<file path="config.mk">
export PLATFORM = sky130hd
export DESIGN_NAME = chain_dp_ctrl
export DESIGN_NICKNAME = d
export VERILOG_FILES = /design/src/rtl/chain_dp_ctrl.sv
export SDC_FILE = /design/constraint.sdc
export NUM_CORES = 2
export LEC_CHECK = 0
export BUFFER_PORTS_ARGS = -buffer_cell sky130_fd_sc_hd__buf_2
export CAP_MARGIN = 30
export CORE_AREA = 2 2 411 514
export CTS_CLUSTER_SIZE = 12
export DETAILED_ROUTE_END_ITERATION = 10
export DIE_AREA = 0 0 413 516
export PLACE_DENSITY = 0.47
export SLEW_MARGIN = 20
export SYNTH_ARGS = -nofsm -noshare
export SYNTH_HDL_FRONTEND = slang
export SYNTH_SLANG_ARGS = --single-unit
</file>
<file path="constraint.sdc">
create_clock -name clk -period 64.3 [get_ports clk]
set_clock_uncertainty 0.2 [all_clocks]
set_input_delay 12.86 -clock clk [delete_from_list [all_inputs] [get_ports clk]]
set_output_delay 12.86 -clock clk [all_outputs]
set_load 0.02 [all_outputs]
</file>
<file path="src/rtl/chain_dp_ctrl.sv">
// Matrix-chain-multiplication DP sequencer: walks chain length, row and split,
// reads partial costs from the solution matrix and writes back min cost and split.
module chain_dp_ctrl #(
  parameter int MAXN = 30,
  parameter int PW   = 16
) (
  input  logic          clk,
  input  logic          rst,
  input  logic          dim_we,
  input  logic [7:0]    dim_addr,
  input  logic [PW-1:0] dim_data,
  input  logic          start,
  input  logic [7:0]    n,
  output logic          rw,
  output logic [7:0]    iw,
  output logic [7:0]    jw,
  output logic [31:0]   min,
  output logic [31:0]   k,
  output logic [7:0]    ir,
  output logic [7:0]    jr,
  output logic [7:0]    kr,
  output logic          out,
  input  logic [31:0]   mik,
  input  logic [31:0]   mkj1,
  output logic          busy,
  output logic          done,
  output logic          err,
  output logic [31:0]   result
);

  localparam int AW = $clog2(MAXN + 1);
  localparam logic [7:0] MAXN8 = 8'(MAXN);

  typedef enum logic [2:0] {IDLE, INIT, SETUP, RD_A, RD_B, CALC, WRITE, DONE} state_t;

  state_t        state, state_nx;
  logic [PW-1:0] p [0:MAXN];
  logic [7:0]    nlen, nlen_nx, i, i_nx, j, j_nx, ks, ks_nx, len, len_nx, bk, bk_nx;
  logic [31:0]   best, best_nx, a, a_nx;
  logic          rw_nx, busy_nx, done_nx, err_nx;
  logic [7:0]    iw_nx, jw_nx, ir_nx, jr_nx, kr_nx;
  logic [31:0]   min_nx, k_nx, result_nx;
  logic [7:0]    k1, j1;
  logic [63:0]   prod, sum;
  logic [31:0]   cost;

  assign out = 1'b0;

  always_ff @(posedge clk or posedge rst) begin
    if (rst) begin
      for (int x = 0; x <= MAXN; x++) p[x] <= '0;
    end else if (dim_we && !busy && dim_addr <= MAXN8) begin
      p[dim_addr[AW-1:0]] <= dim_data;
    end
  end

  // Split cost: 64-bit unsigned sum, saturated to 32 bits.
  always_comb begin
    k1   = ks + 8'd1;
    j1   = j + 8'd1;
    prod = 64'(p[i[AW-1:0]]) * 64'(p[k1[AW-1:0]]) * 64'(p[j1[AW-1:0]]);
    sum  = 64'(a) + 64'(mkj1) + prod;
    cost = (sum[63:32] != 32'd0) ? 32'hFFFF_FFFF : sum[31:0];
  end

  always_ff @(posedge clk or posedge rst) begin
    if (rst) begin
      state  <= IDLE;
      nlen   <= '0;
      i      <= '0;
      j      <= '0;
      ks     <= '0;
      len    <= '0;
      bk     <= '0;
      best   <= '0;
      a      <= '0;
      rw     <= 1'b0;
      iw     <= '0;
      jw     <= '0;
      min    <= '0;
      k      <= '0;
      ir     <= '0;
      jr     <= '0;
      kr     <= '0;
      busy   <= 1'b0;
      done   <= 1'b0;
      err    <= 1'b0;
      result <= '0;
    end else begin
      state  <= state_nx;
      nlen   <= nlen_nx;
      i      <= i_nx;
      j      <= j_nx;
      ks     <= ks_nx;
      len    <= len_nx;
      bk     <= bk_nx;
      best   <= best_nx;
      a      <= a_nx;
      rw     <= rw_nx;
      iw     <= iw_nx;
      jw     <= jw_nx;
      min    <= min_nx;
      k      <= k_nx;
      ir     <= ir_nx;
      jr     <= jr_nx;
      kr     <= kr_nx;
      busy   <= busy_nx;
      done   <= done_nx;
      err    <= err_nx;
      result <= result_nx;
    end
  end

  // Outputs are registered: each state's matrix action appears on the edge that leaves it.
  always_comb begin
    state_nx  = state;
    nlen_nx   = nlen;
    i_nx      = i;
    j_nx      = j;
    ks_nx     = ks;
    len_nx    = len;
    bk_nx     = bk;
    best_nx   = best;
    a_nx      = a;
    rw_nx     = 1'b0;
    iw_nx     = iw;
    jw_nx     = jw;
    min_nx    = min;
    k_nx      = k;
    ir_nx     = ir;
    jr_nx     = jr;
    kr_nx     = kr;
    busy_nx   = busy;
    done_nx   = 1'b0;
    err_nx    = err;
    result_nx = result;
    case (state)
      IDLE: begin
        if (start) begin
          nlen_nx = n;
          if (n == 8'd0 || n > MAXN8) begin
            err_nx   = 1'b1;
            state_nx = DONE;
          end else begin
            err_nx   = 1'b0;
            busy_nx  = 1'b1;
            i_nx     = '0;
            state_nx = INIT;
          end
        end
      end
      INIT: begin
        rw_nx  = 1'b1;
        iw_nx  = i;
        jw_nx  = i;
        min_nx = '0;
        k_nx   = '0;
        if (i == nlen - 8'd1) begin
          if (nlen == 8'd1) begin
            result_nx = '0;
            state_nx  = DONE;
          end else begin
            len_nx   = 8'd2;
            i_nx     = '0;
            state_nx = SETUP;
          end
        end else begin
          i_nx = i + 8'd1;
        end
      end
      SETUP: begin
        j_nx     = i + len - 8'd1;
        best_nx  = 32'hFFFF_FFFF;
        bk_nx    = i;
        ks_nx    = i;
        state_nx = RD_A;
      end
      RD_A: begin
        ir_nx    = i;
        kr_nx    = ks;
        state_nx = RD_B;
      end
      RD_B: begin
        kr_nx    = k1;
        jr_nx    = j;
        a_nx     = mik;
        state_nx = CALC;
      end
      CALC: begin
        if (cost < best) begin
          best_nx = cost;
          bk_nx   = ks;
        end
        if (k1 < j) begin
          ks_nx    = k1;
          state_nx = RD_A;
        end else begin
          state_nx = WRITE;
        end
      end
      WRITE: begin
        rw_nx  = 1'b1;
        iw_nx  = i;
        jw_nx  = j;
        min_nx = best;
        k_nx   = {24'd0, bk};
        if (i == 8'd0 && j == nlen - 8'd1) begin
          result_nx = best;
          state_nx  = DONE;
        end else if (i + len < nlen) begin
          i_nx     = i + 8'd1;
          state_nx = SETUP;
        end else begin
          len_nx   = len + 8'd1;
          i_nx     = '0;
          state_nx = SETUP;
        end
      end
      DONE: begin
        done_nx  = 1'b1;
        busy_nx  = 1'b0;
        state_nx = IDLE;
      end
      default: state_nx = IDLE;
    endcase
  end

endmodule

</file>
==> metrics.yaml <==
worst_setup_path:
  startpoint: "mkj1[25]"
  crit_type: "input pin to flop"
  crit_arrival_ns: 22.03
  rrSetupSlack_ns: 42.76
  crit_path_end_kind: "flop"
  slowest_stage: "or4b_4"
  crit_path_max_fanout: 25
  cpPeakStageDelay_ns: 0.69
  required_ns: 64.69
  crit_top_cell: "fa_1"
  r2r_start: "i[0]"
  path_buf_inv: 6
  crit_family: "adder cells"
  start_kind: "input pin"
final_layout:
  final_common_cell: "inv_1"
  drive_gt1_share_pct: 27.4
  fin_nets: 7343
  nFillCells: 20596
  area_delta_synth_final_pct: 11.5
  layout_common_cells: "inv_1, dfrtp_1, nand2_1"
global_route:
  grt_pass1_vias: 51408
  grt_pass1_wl_mm: 343
  track_usage_pct: 21.6
  grt_overflow: 0
  antenna_found_initial: 14
  grt_max_degree: 139
pwr:
  powerDensity_nw_per_um2: 16.9
  peakVddDrop_mv: 0.0187
  leakage_nw: 34.9
synth:
  avgSynthCellArea_sq_um: 11.0
  syn_inst: 6210
  synth_seq_area_share_pct: 26.6
  synthArstFlopShare_pct: 100
  synth_cell_types: 80
  synth_area_sq_um: 68400
  synth_edf_count: 0
  synth_ff_type: "dfrtp_1"
  yosysTopAreaCellShare_pct: 26.6
  ys_seq_elements: 727
  synth_area_leader_cell: "dfrtp_1"
  synth_area_leaders: "dfrtp_1, fa_1, mux4_2"
  yosysWarnings: 0
drt:
  drt-initial-drc-count: 3399
  wl_per_cell_microns: 25.1
  viasPerCell: 5.30
  vias: 48160
  antenna_left: 0
  routed_wl_mm: 228
  first_pass_iters: 5
  drcViolationCount: 0
place:
  port_buffers: 215
  place_congestion: 0.852
  dp_slack_ns: 41.05
  dpl.hpwl_mm: 159
clock_network:
  numCtsBuffers: 92
  clockRootBuffer: "clkbuf_16"
  cts_hold_buf: 0
  cts_resized: 0
  cts_tree: "yes"
  worst_skew_pair.late_latency_ns: 0.74
  clkTransAtPathRegs_ns: 0.06
  cts_sinks: 727
  clockBufferDepth: 3
  h-tree-depth: 3
  cts_setup_buffers: 0
sta:
  finalCritPeriodShare_pct: 33.6
  final_max_slew_viol_count: 0
  tightest_slew_ns: 1.08
  hold_violations: 0
  min_period_ns: 21.63
  setup_slack_ns: 42.67
  rsz0062_at_grt: "no"
  fmax_ghz: 0.0462
  setup_viol: 0
  fin_setup_tns_ns: 0
  relSlewSlack_pct: 27.4
outcome:
  status: "complete, no violations"
floorplan:
  die_w_microns: 413
  boundaryPins: 241
  initial_utilization_pct: 32.9
  core-area_sq_um: 208000
  rows: 187
  fp.dieH_microns: 516
  die_area_sq_um: 213000
min_path:
  min_path_type: "flop to flop"
  hp-start: "iw[5]"
flow_run:
  drv_cap: 0
-- cells in the mapped netlist (18+ instances only) --
cell,number
a21o_1,30
a21oi_1,81
a31oi_1,18
and2_1,116
and3_1,24
buf_1,53
buf_4,26
clkbuf_1,316
dfrtp_1,727
fa_1,678
ha_1,289
inv_1,859
mux2_2,562
mux2i_1,58
mux4_2,432
nand2_1,714
nand2b_1,62
nand3_1,39
nand4_1,24
nor2_1,319
nor2b_1,19
nor3_1,31
o21ai_0,216
o21bai_1,19
o22a_1,22
or2_2,146
or3_1,33
xnor2_1,78
xor2_1,34
-- power by group --
| group | leakage (nW) | switching [mW] | internal, mW |
|---|---|---|---|
| sequential | 9.57 | 0.0187 | 0.482 |
| clock | 1.56 | 0.226 | 0.330 |
| combinational | 23.7 | 0.146 | 0.0875 |
| total | 34.9 | 0.391 | 0.900 |
-- sequential cells by signal, summed over array words and instances (netlist names) --
register,cells
rw,1
done,1
len,8
k,8
a,32
p,496
j,8
ir,8
busy,1
bk,8
i,8
err,1
min,32
kr,8
ks,8
state,3
nlen,8
jw,8
jr,8
iw,8
best,32
result,32
-- worst register-to-register path, delay by kind of cell, from the launching register on --
kind	cells	cell delay (ns)
fa+ha+maj	15	7.08
buf+inv	12	3.63
simple gates	11	2.86
mux	5	1.84
xor+xnor	1	0.15
compound gates	20	4.94
flops	1	0.72
-- logic make-up after synthesis --
kind of cell               after synthesis  share of synthesized area (%)
buffers and inverters                 1279                           7.23
DFF                                    727                           26.6
muxes                                 1054                           24.4
xor gates and xnor gates               112                           1.44
AOI/OAI and AO/OA                      504                           4.69
other                                    1                        0.00549
adders and majority gates              967                           25.1
and+or+nand+nor                       1566                           10.5
-- cell type report --
type	instances	area (sq um)	area share, %
well taps	2740	3430	4.50
flip-flops and latches	727	18200	23.9
diodes	3	7.51	0.00985
inverters	864	3250	4.27
repair buffers	363	2410	3.17
clock buffers	125	2580	3.38
multi-input cells	4228	45700	59.9
clock inverters	42	626	0.821
-- stage by stage --
step | utilization (%) | instances | power, mW | instance area (sq um) | hold slack, ns
2_1_floorplan | - | 6234 | 0.656 | 68400 | 0.264
3_3_place_gp | 35.0 | 8907 | 0.737 | 72700 | 0.249
3_5_place_dp | 35.0 | 8914 | 0.741 | 72800 | 0.254
4_1_cts | 36.6 | 9081 | 1.30 | 76000 | 0.267
5_1_grt | 36.7 | 9091 | 1.35 | 76200 | 0.297
6_report | 36.7 | 9092 | 1.29 | 76200 | 0.263
-- worst paths after layout --
path                            endpoint  cells after the start
worst max-delay path               bk[6]                     35
worst min-delay path               iw[5]                      2
worst max register to register     bk[6]                     64
worst min register to register     iw[5]                      2
max in group asynchronous          a[21]                      4
min in group asynchronous         p[330]                      2
-- metal layers --
metal	GRT usage [%]	wire length [microns]	part of all wire [%]
met2	38.8	118000	52
met5	0	13	0.0057
met4	8.26	9850	4.3
met3	2.61	9900	4.3
met1	26.3	90400	40
Power figures use the tool's default switching activity.
